## config.mk

```make
export PLATFORM = sky130hd
export DESIGN_NAME = bist_pattern_gen
export DESIGN_NICKNAME = d
export VERILOG_FILES = /design/src/rtl/bist_pkg.sv /design/src/rtl/bist_lfsr.sv /design/src/rtl/bist_pattern_gen.sv
export SDC_FILE = /design/constraint.sdc
export NUM_CORES = 1
export LEC_CHECK = 0
export BUFFER_PORTS_ARGS = -buffer_cell sky130_fd_sc_hd__clkbuf_2
export CAP_MARGIN = 10
export CORE_UTILIZATION = 57
export CTS_BUF_LIST = sky130_fd_sc_hd__clkbuf_8
export DETAILED_ROUTE_END_ITERATION = 10
export GPL_TIMING_DRIVEN = 0
export PLACE_DENSITY = 0.86
export REMOVE_ABC_BUFFERS = 1
export SYNTH_ARGS = -nofsm -noshare
export SYNTH_HDL_FRONTEND = slang
export SYNTH_SLANG_ARGS = --single-unit
```

## constraint.sdc

```tcl
create_clock -name clock -period 2.8 [get_ports clock]
set_input_delay 0.28 -clock clock [delete_from_list [all_inputs] [get_ports clock]]
set_output_delay 0.28 -clock clock [all_outputs]
set_load 0.05 [all_outputs]
```

## src/rtl/bist_pkg.sv

```systemverilog
// Shared types and defaults for the BIST test-pattern generator.
// Holds the FSM state encoding and the default LFSR geometry.
package bist_pkg;

    typedef enum logic [1:0] {
        IDLE,
        RUN,
        DONE
    } tpg_state_t;

    localparam int         TPG_DEFAULT_WIDTH = 4;
    localparam logic [3:0] TPG_DEFAULT_TAPS  = 4'b1100;

endpackage

```

## src/rtl/bist_lfsr.sv

```systemverilog
// Fibonacci LFSR with synchronous load and single-step advance.
// A zero load value is replaced by 1 so the register never locks up.
module bist_lfsr #(
    parameter int               WIDTH = 4,
    parameter logic [WIDTH-1:0] TAPS  = WIDTH'(4'b1100)
) (
    input  logic             clock,
    input  logic             reset,
    input  logic             load,
    input  logic [WIDTH-1:0] loadValue,
    input  logic             advance,
    output logic [WIDTH-1:0] value
);

    logic feedback;

    assign feedback = ^(value & TAPS);

    always_ff @(posedge clock or negedge reset) begin
        if (!reset) begin
            value <= '0;
        end else if (load) begin
            value <= (loadValue == '0) ? WIDTH'(1) : loadValue;
        end else if (advance) begin
            value <= {value[WIDTH-2:0], feedback};
        end
    end

endmodule

```

## src/rtl/bist_pattern_gen.sv

```systemverilog
// BIST stimulus generator: seeds an LFSR on start and streams a
// programmed number of patterns over valid/ready, then pulses done.
module bist_pattern_gen
    import bist_pkg::*;
#(
    parameter int               WIDTH = TPG_DEFAULT_WIDTH,
    parameter logic [WIDTH-1:0] TAPS  = WIDTH'(TPG_DEFAULT_TAPS),
    parameter int               CNT_W = 8
) (
    input  logic             clock,
    input  logic             reset,
    input  logic             start,
    input  logic             abort,
    input  logic [WIDTH-1:0] seed,
    input  logic [CNT_W-1:0] num_patterns,
    output logic [WIDTH-1:0] pattern,
    output logic             pattern_valid,
    input  logic             pattern_ready,
    output logic             pattern_last,
    output logic             busy,
    output logic             done
);

    tpg_state_t       state;
    tpg_state_t       nextState;
    logic [CNT_W-1:0] remaining;
    logic             accept;
    logic             handshake;
    logic             lastOne;

    assign accept    = (state == IDLE) && start;
    // Abort wins over a same-cycle handshake: nothing is consumed.
    assign handshake = (state == RUN) && pattern_ready && !abort;
    assign lastOne   = (remaining == CNT_W'(1));

    bist_lfsr #(
        .WIDTH (WIDTH),
        .TAPS  (TAPS)
    ) lfsr (
        .clock     (clock),
        .reset     (reset),
        .load      (accept),
        .loadValue (seed),
        .advance   (handshake),
        .value     (pattern)
    );

    always_ff @(posedge clock or negedge reset) begin
        if (!reset) begin
            state <= IDLE;
        end else begin
            state <= nextState;
        end
    end

    always_comb begin
        nextState = state;
        unique case (state)
            IDLE: begin
                if (start) begin
                    nextState = (num_patterns == '0) ? DONE : RUN;
                end
            end
            RUN: begin
                if (abort) begin
                    nextState = IDLE;
                end else if (pattern_ready && lastOne) begin
                    nextState = DONE;
                end
            end
            DONE: begin
                nextState = IDLE;
            end
            default: begin
                nextState = IDLE;
            end
        endcase
    end

    always_ff @(posedge clock or negedge reset) begin
        if (!reset) begin
            remaining <= '0;
        end else if (accept) begin
            remaining <= num_patterns;
        end else if (handshake && (remaining != '0)) begin
            remaining <= remaining - CNT_W'(1);
        end
    end

    assign pattern_valid = (state == RUN);
    assign busy          = (state == RUN);
    assign pattern_last  = (state == RUN) && lastOne;
    assign done          = (state == DONE);

endmodule
```

==> results of run 1 <==
## power by group through the flow
stage	clock [mW]	combinational (mW)	sequential (mW)
2_1_floorplan	0	0.343	0.463
3_3_place_gp	0	0.544	0.383
3_5_place_dp	0	0.572	0.390
4_1_cts	0.162	0.581	0.390
5_1_grt	0.174	0.643	0.410
6_report	0.166	0.587	0.395
## sequential cells by signal, summed over array words and instances, names as in the netlist
name,flops
remaining,8
lfsr.value,4
state,2
## worst paths after layout
| kind | from | to | depth (start not counted) | slack, ns |
|---|---|---|---|---|
| setup / recovery | state[1] | remaining[1] | 4 | 0.43 |
| hold reg to reg | lfsr.value[1] | lfsr.value[1] | 2 | 0.52 |
| max in group asynchronous | reset | remaining[4] | 2 | 2.06 |
| setup reg to reg | state[1] | remaining[1] | 4 | 0.43 |
| hold / removal | abort | state[1] | 2 | 0.28 |
| min in group asynchronous | reset | state[0] | 2 | 0.47 |
## cells in the final DEF (no fill, tap or decap)
master,count
nand2_1,9
xor2_1,1
o22ai_1,1
nand3_1,1
a32oi_1,1
and3_1,1
a22oi_1,2
nor2_1,7
dfrtp_1,14
or3b_1,1
o211ai_1,1
ha_1,3
o32ai_1,1
clkbuf_8,3
a21oi_1,8
nor3b_2,1
mux2i_1,3
nor4bb_1,1
inv_1,3
nand2b_1,1
or2_1,1
buf_6,1
dlygate4sd3_1,1
nor4_1,7
o21ai_0,13
nor3_1,5
o31ai_1,1
or4_1,1
clkbuf_2,24
and4_4,1
o2bb2ai_1,1
nor3b_1,1
nor2b_1,1
or2_2,1
mux2_4,1
a22o_1,1
## cell families after synthesis
group	after synthesis	synth area share
AOI/OAI and AO/OA	30	0.198
xor gates and xnor gates	1	0.00982
adders and majority gates	3	0.0421
buffers and inverters	10	0.0631
DFF	14	0.393
muxes	4	0.0505
and+or+nand+nor	40	0.244
## repair_timing
action                    CTS  global route
hold endpoints to repair   14             0
hold buffers                1             0
buffers inserted            0             0
## worst reg2reg max path, cell delays in order, from the launching register on
cell      delay [ns]
dfrtp_1         0.42
nor4bb_1        0.68
nor2_1          0.37
or2_1           0.45
mux2_4          0.34
## per-layer routing
layer / global-route usage / part of all wire / up-vias
li1: - / - / 420
met1: 0.406 / 0.39 / 428
met2: 0.422 / 0.49 / 64
met3: 0.0652 / 0.098 / 7
met4: 0.142 / 0.020 / 0
met5: 0 / 0 / -
## stage by stage
| stage | hold WS [ns] | setup TNS, ns | total power, mW | area (µm²) | utilization |
|---|---|---|---|---|---|
| 2_1_floorplan | -0.0156 | -1.00 | 0.806 | 847 | - |
| 3_3_place_gp | 0.201 | -9.58 | 0.927 | 986 | 0.713 |
| 3_5_place_dp | 0.203 | 0 | 0.962 | 1000 | 0.725 |
| 4_1_cts | 0.281 | 0 | 1.13 | 1050 | 0.762 |
| 5_1_grt | 0.293 | 0 | 1.23 | 1050 | 0.762 |
| 6_report | 0.276 | 0 | 1.15 | 1050 | 0.762 |
## layout make-up
| class | count | area (µm²) |
|---|---|---|
| Multi-Input combinational cell | 78 | 490 |
| Sequential cell | 14 | 350 |
| Fill cell | 107 | 329 |
| Timing Repair Buffer | 26 | 141 |
| Clock buffer | 3 | 41.3 |
| Tap cell | 15 | 18.8 |
| Inverter | 3 | 11.3 |
==> impl_metrics.yaml, run 1 <==
yosys:
  avgSynthCellArea_um2: 8.75
  synth_area_um2: 892
  synth-edff-count: 0
  yosys-top-cells-area: "dfrtp_1 (39%), o21ai_0 (7.3%), nor4_1 (4.9%)"
  yosysSeqAreaShare: 0.393
  ys_async_sr_fraction: 1.00
  syn_inst: 102
  yosys-top-cells-count: "dfrtp_1 (14), o21ai_0 (13), nand2_1 (9)"
  yosys.area.top_type_share: 0.393
  ys_ff_latch: 14
  synth-main-ff-cell: "dfrtp_1"
  synth_cell_types: 34
  ys_warn_count: 0
  synth_top_area_cell: "dfrtp_1"
  synth.most_common_cell: "dfrtp_1"
timing:
  finalHoldViolCount: 0
  worst_slack_ns: 0.431
  setup_viol: 0
  slew_viol_final: 0
  fmax_mhz: 422
  fin_crit_sh: 0.846
  rsz0062_at_grt: "false"
  post-route-min-period_ns: 2.37
  skew_ns: 0.00145
  worst_pin_slew_ns: 0.745
  relSlewSlack: 0.496
power:
  p_int_mw: 0.587
  combPwrFrac: 0.512
  p_switching_mw: 0.560
  peakVddDrop_mv: 0.703
  switching_share: 0.488
  clkPwrFrac: 0.144
  pwr-share-seq: 0.344
  p_leak_nw: 0.498
  p_per_area_nw_per_um2: 1090
global_routing:
  grt_pass1_vias: 829
  overflow: 0
  grt_use_total: 0.290
  grt_first_pass_wirelength_um: 3880
  grt_max_degree: 21
  antenna_found_initial: 0
clock_network:
  cts_sinks: 14
  numCtsBuffers: 3
  insertion_delay_ns: 0.24
  clockBufferDepth: 2
  path_clk_slew_ns: 0.06
  ctsHtreeMaxLevel: 1
  root_buffer: "clkbuf_8"
  ctsResizeCount: 0
  cts_tree: "done"
floorplan:
  die_y_um: 41.6
  core_area_um2: 1380
  fp.dieArea_um2: 1730
  top_level_ports: 25
  row_count: 13
  start_util: 0.645
  fp.dieW_um: 41.6
finish:
  finalNetCount: 146
  antennaDiodeCount: 0
  synthToLayoutAreaGrowth_pct: 18.1
  drive_gt1_frac: 0.258
  instances_no_fill: 139
flow_run:
  cap_violations: 0
placed_design:
  place_hpwl_um: 1580
  place_inst: 135
  place.gp.congestion: 0.823
  portBuffers: 24
  pre_cts_slack_ns: 0.467
worst_setup_path:
  crit_chain: "nor4bb_1 -> nor2_1 -> or2_1 -> mux2_4"
  crit_path_top_delay_cell: "nor4bb_1"
  start_kind: "flop"
  crit_fanout: 13
  required_ns: 2.93
  critical_path_class: "flop to flop"
  path_delay_family: "simple AND/OR/NAND/NOR gates"
  cp.buffers_inverters: 0
  end_kind: "flop"
  max_stage_delay_ns: 0.68
  arrival_ns: 2.50
worst_hold_path:
  hp-class: "input port to flop"
routing:
  first_pass_iters: 4
  wire_per_inst_um: 16.2
  vias: 919
  via_per_inst: 6.61
  drt_iter0_drc: 28
  drc: 0
  drt_wl_total_um: 2260
  ant_nets: 0
run_status:
  status: "finished, final reports clean"
No activity file was read; power rests on OpenSTA's default activity.
==> inputs of run 2 (changes only) <==
--- a/config.mk
+++ b/config.mk
@@ -7,11 +7,11 @@
 export LEC_CHECK = 0
 export BUFFER_PORTS_ARGS = -buffer_cell sky130_fd_sc_hd__clkbuf_2
 export CAP_MARGIN = 10
-export CORE_UTILIZATION = 57
+export CORE_UTILIZATION = 48
 export CTS_BUF_LIST = sky130_fd_sc_hd__clkbuf_8
 export DETAILED_ROUTE_END_ITERATION = 10
 export GPL_TIMING_DRIVEN = 0
-export PLACE_DENSITY = 0.86
+export PLACE_DENSITY = 0.77
 export REMOVE_ABC_BUFFERS = 1
 export SYNTH_ARGS = -nofsm -noshare
 export SYNTH_HDL_FRONTEND = slang
==> constraint.sdc (replaced) <==
create_clock -name clock -period 2.05 [get_ports clock]
set_input_delay 0.205 -clock clock [delete_from_list [all_inputs] [get_ports clock]]
set_output_delay 0.205 -clock clock [all_outputs]
set_load 0.05 [all_outputs]
==> impl_metrics.yaml, run 2 (same netlist as run 1, synthesis figures left out) <==
placed_design:
  place_hpwl_um: 1560
  place.gp.congestion: 0.793
  portBuffers: 24
timing:
  fin_crit_sh: 0.998
  final.setup.tns_ns: 0
  setup_viol: 0
  worst_pin_slew_ns: 0.445
  skew_ns: 0.00748
  slew_viol_final: 0
  relSlewSlack: 0.703
  finalHoldViolCount: 0
  fmax_mhz: 489
  post-route-min-period_ns: 2.05
floorplan:
  fp.dieW_um: 45.1
  row_count: 15
  fp.dieArea_um2: 2030
  die_y_um: 45.1
  top_level_ports: 25
  core_area_um2: 1730
  start_util: 0.517
routing:
  wl_met1_um: 1000
  wire_per_inst_um: 14.9
  first_pass_iters: 4
  drt_wl_total_um: 2300
  ant_nets: 0
  vias: 919
  drc: 0
  highest_layer: "met4"
  wl_met3_um: 163
  wl_met2_um: 1120
  drt_iter0_drc: 41
  via_per_inst: 5.97
flow_run:
  cap_violations: 0
global_routing:
  overflow: 0
  grt_max_degree: 18
  grt_use_total: 0.245
  antenna_found_initial: 0
  grt_pass1_vias: 818
  grt_first_pass_wirelength_um: 3600
worst_hold_path:
  whs_path_depth: 3
  hp-class: "input port to flop"
finish:
  final_util: 0.676
  largest_register_ff_count: 8
  finalNetCount: 151
  synthToLayoutAreaGrowth_pct: 30.9
  top_regs: "remaining x8, lfsr.value x4, state x2"
  nFillCells: 147
  final_cell_mix: "clkbuf_2 (23), o21ai_0 (13), dfrtp_1 (13), nand2_1 (9), a21oi_1 (8)"
  drive_gt1_frac: 0.349
  layout_commonest_cell: "clkbuf_2"
  antennaDiodeCount: 0
  top_register: "remaining"
worst_setup_path:
  required_ns: 1.85
  end_kind: "primary output"
  start_kind: "flop"
  critical_path_class: "flop to primary output"
  reg2regPathDepth: 4
  arrival_ns: 1.84
  crit_fanout: 6
run_status:
  status: "finished, final reports clean"
clock_network:
  clockBufferDepth: 2
  root_buffer: "clkbuf_8"
  cts_sinks: 14
  ctsHtreeMaxLevel: 1
  numCtsBuffers: 3
  insertion_delay_ns: 0.25
  path_clk_slew_ns: 0.06
  cts_tree: "done"
power:
  peakVddDrop_mv: 0.756
  p_per_area_nw_per_um2: 1480
  p_leak_nw: 0.531
[run 2: final cells by class]
class	count	area, µm²	area share
inverter	3	11.3	0.00965
clock buffer	3	41.3	0.0354
tap	25	31.3	0.0268
sequential	14	352	0.301
timing repair buffer	31	189	0.162
multi-input combinational	78	543	0.465
[run 2: timing repair]
action,CTS,global route
gates resized for setup,7,7
buffers inserted,0,5
endpoints found under the setup margin,9,5
hold buffers,1,0
hold endpoints to repair,14,0
pin swaps,0,2
[run 2: worst paths after layout]
path	startpoint	to	slack (ns)
max	remaining[2]	pattern_last	0.004
min	num_patterns[0]	remaining[0]	0.21
max reg2reg	state[1]	remaining[1]	0.06
min reg2reg	lfsr.value[0]	lfsr.value[0]	0.51
max in group asynchronous	reset	remaining[2]	1.36
min in group asynchronous	reset	state[1]	0.40
[run 2: metrics by stage]
stage | worst slack [ns] | hold slack [ns] | instances | instance area, µm² | power, mW
global route | -0.0235 | 0.224 | 154 | 1170 | 1.85
floorplan | -1.05 | -0.0906 | 95 | 847 | 1.10
finish | 0.00436 | 0.213 | 154 | 1170 | 1.73
CTS | 0.0119 | 0.213 | 149 | 1100 | 1.57
global placement | -1.80 | 0.140 | 144 | 998 | 1.27
detailed placement | -0.320 | 0.135 | 145 | 1010 | 1.31
[run 2: power by group]
| group | internal (mW) | switching, mW | total (mW) |
|---|---|---|---|
| Combinational | 0.391 | 0.556 | 0.947 |
| Sequential | 0.397 | 0.157 | 0.555 |
| Clock | 0.130 | 0.0996 | 0.230 |
[run 2: critical path: stages, from the launching register on]
cell and delay (ns):
dfrtp_2 0.45, or4_4 0.57, nor3_4 0.21, and3_4 0.21
buf_8 0.14
[run 2: per-layer routing]
layer | GRT usage | vias to the layer above
li1 | - | 432
met5 | 0 | -
met2 | 0.397 | 46
met3 | 0.0480 | 3
met4 | 0.0788 | 0
met1 | 0.330 | 438
==> inputs of run 3 (changes only) <==
--- a/config.mk
+++ b/config.mk
@@ -7,11 +7,11 @@
 export LEC_CHECK = 0
 export BUFFER_PORTS_ARGS = -buffer_cell sky130_fd_sc_hd__clkbuf_2
 export CAP_MARGIN = 10
-export CORE_UTILIZATION = 48
+export CORE_UTILIZATION = 57
 export CTS_BUF_LIST = sky130_fd_sc_hd__clkbuf_8
 export DETAILED_ROUTE_END_ITERATION = 10
 export GPL_TIMING_DRIVEN = 0
-export PLACE_DENSITY = 0.77
+export PLACE_DENSITY = 0.86
 export REMOVE_ABC_BUFFERS = 1
 export SYNTH_ARGS = -nofsm -noshare
 export SYNTH_HDL_FRONTEND = slang
==> constraint.sdc (replaced) <==
create_clock -name clock -period 2.4 [get_ports clock]
set_input_delay 0.24 -clock clock [delete_from_list [all_inputs] [get_ports clock]]
set_output_delay 0.24 -clock clock [all_outputs]
set_load 0.05 [all_outputs]
==> impl_metrics.yaml, run 3 (same netlist as run 1, synthesis figures left out) <==
run_status:
  status: "finished, final reports clean"
worst_setup_path:
  end_kind: "primary output"
  crit_fanout: 9
  crit_chain: "or4_1 -> nor3_1 -> and3_1 -> clkbuf_2"
  required_ns: 2.16
  max_stage_delay_ns: 0.57
  arrival_ns: 2.03
  r2r-end: "remaining[1]"
  regToRegSetupSlack_ns: 0.25
  start_kind: "flop"
  critical_path_class: "flop to primary output"
  crit_path_top_delay_cell: "or4_1"
  reg2regPathDepth: 4
  r2r_start: "state[1]"
routing:
  wire_per_inst_um: 16.3
  via_per_inst: 6.58
  drt_iter0_drc: 37
  vias: 914
  ant_nets: 0
  drt_wl_total_um: 2260
  drc: 0
  first_pass_iters: 4
clock_network:
  root_buffer: "clkbuf_8"
  cts_setup_buffers: 0
  path_clk_slew_ns: 0.06
  cts_tree: "done"
  cts_sinks: 14
  insertion_delay_ns: 0.24
  ctsHtreeMaxLevel: 1
  clockBufferDepth: 2
  numCtsBuffers: 3
finish:
  finalNetCount: 146
  layout_commonest_cell: "clkbuf_2"
  top_regs: "remaining x8, lfsr.value x4, state x2"
  drive_gt1_frac: 0.266
  ff_latch_area_um2: 350
  top_register: "remaining"
  synthToLayoutAreaGrowth_pct: 18.8
  antennaDiodeCount: 0
  fin_area_um2: 1060
  nFillCells: 106
  multi_input_area_um2: 497
  instances_no_fill: 139
  final_cell_mix: "clkbuf_2 (24), dfrtp_1 (14), o21ai_0 (13), nand2_1 (9), a21oi_1 (8)"
  largest_register_ff_count: 8
global_routing:
  grt_first_pass_wirelength_um: 3880
  grt_pass1_vias: 829
  overflow: 0
  grt_use_total: 0.290
  grt_max_degree: 21
  antenna_found_initial: 0
floorplan:
  row_count: 13
  die_y_um: 41.6
  core_area_um2: 1380
  fp.dieW_um: 41.6
  top_level_ports: 25
  fp.dieArea_um2: 1730
  start_util: 0.645
timing:
  setup_viol: 0
  post-route-min-period_ns: 2.27
  finalHoldViolCount: 0
  fmax_mhz: 440
  skew_ns: 0.00321
  worst_pin_slew_ns: 0.725
  rsz0062_at_grt: "false"
  relSlewSlack: 0.515
  fin_crit_sh: 0.946
  slew_viol_final: 0
placed_design:
  placed_area_um2: 1000
  place_inst: 135
  place.gp.congestion: 0.823
  place_hpwl_um: 1580
  portBuffers: 24
power:
  p_leak_nw: 0.499
  p_per_area_nw_per_um2: 1270
  peakVddDrop_mv: 0.822
worst_hold_path:
  hold_start: "num_patterns[0]"
  hp-class: "input port to flop"
  whs_path_depth: 3
  whs_endpoint: "remaining[0]"
flow_run:
  cap_violations: 0
run 3: repair_timing:
item                       4_1_cts  5_1_grt
setup endpoints to repair        0        1
gates resized for setup          0        1
hold endpoints to repair        14        0
hold buffers                     1        0
run 3: routing by layer:
layer,share of wire,GRT usage
met5,0,0
met4,0.025,0.142
met3,0.084,0.0652
met2,0.48,0.422
met1,0.41,0.406
run 3: worst max-delay path by stage:
| stage | to | from | cells after the start | slack [ns] |
|---|---|---|---|---|
| 2_1_floorplan | remaining[1] | state[0] | 4 | -0.70 |
| 3_3_place_gp | remaining[1] | state[0] | 4 | -1.49 |
| 3_5_place_dp | remaining[1] | state[1] | 4 | 0.07 |
| 4_1_cts | remaining[1] | state[1] | 4 | 0.06 |
| 5_1_grt | pattern_last | remaining[2] | 4 | 0.03 |
| 6_report | pattern_last | remaining[2] | 4 | 0.13 |
run 3: layout make-up:
class,count,area share
multi-input combinational,78,0.469
sequential,14,0.331
timing repair buffer,26,0.133
clock buffer,3,0.0390
tap,15,0.0177
inverter,3,0.0106
run 3: worst max-delay path: cells and delay by family (launching register included):
family / cells / cell delay [ns]
and+or+nand+nor: 3 / 1.06
buffers and inverters: 1 / 0.27
DFF: 1 / 0.46
run 3: through the flow:
| stage | util | hold slack [ns] | power, mW | setup slack, ns | TNS, ns |
|---|---|---|---|---|---|
| 6_report | 0.767 | 0.245 | 1.34 | 0.129 | 0 |
| 5_1_grt | 0.767 | 0.257 | 1.43 | 0.0319 | 0 |
| 4_1_cts | 0.762 | 0.241 | 1.32 | 0.0629 | 0 |
| 3_5_place_dp | 0.725 | 0.163 | 1.12 | 0.0669 | 0 |
| 3_3_place_gp | 0.713 | 0.161 | 1.08 | -1.49 | -14.61 |
| 2_1_floorplan | - | -0.0556 | 0.940 | -0.695 | -5.10 |
run 3: power by group:
group | switching [mW] | internal, mW | total, mW
clock | 0.0808 | 0.111 | 0.192
sequential | 0.124 | 0.338 | 0.462
combinational | 0.449 | 0.237 | 0.687
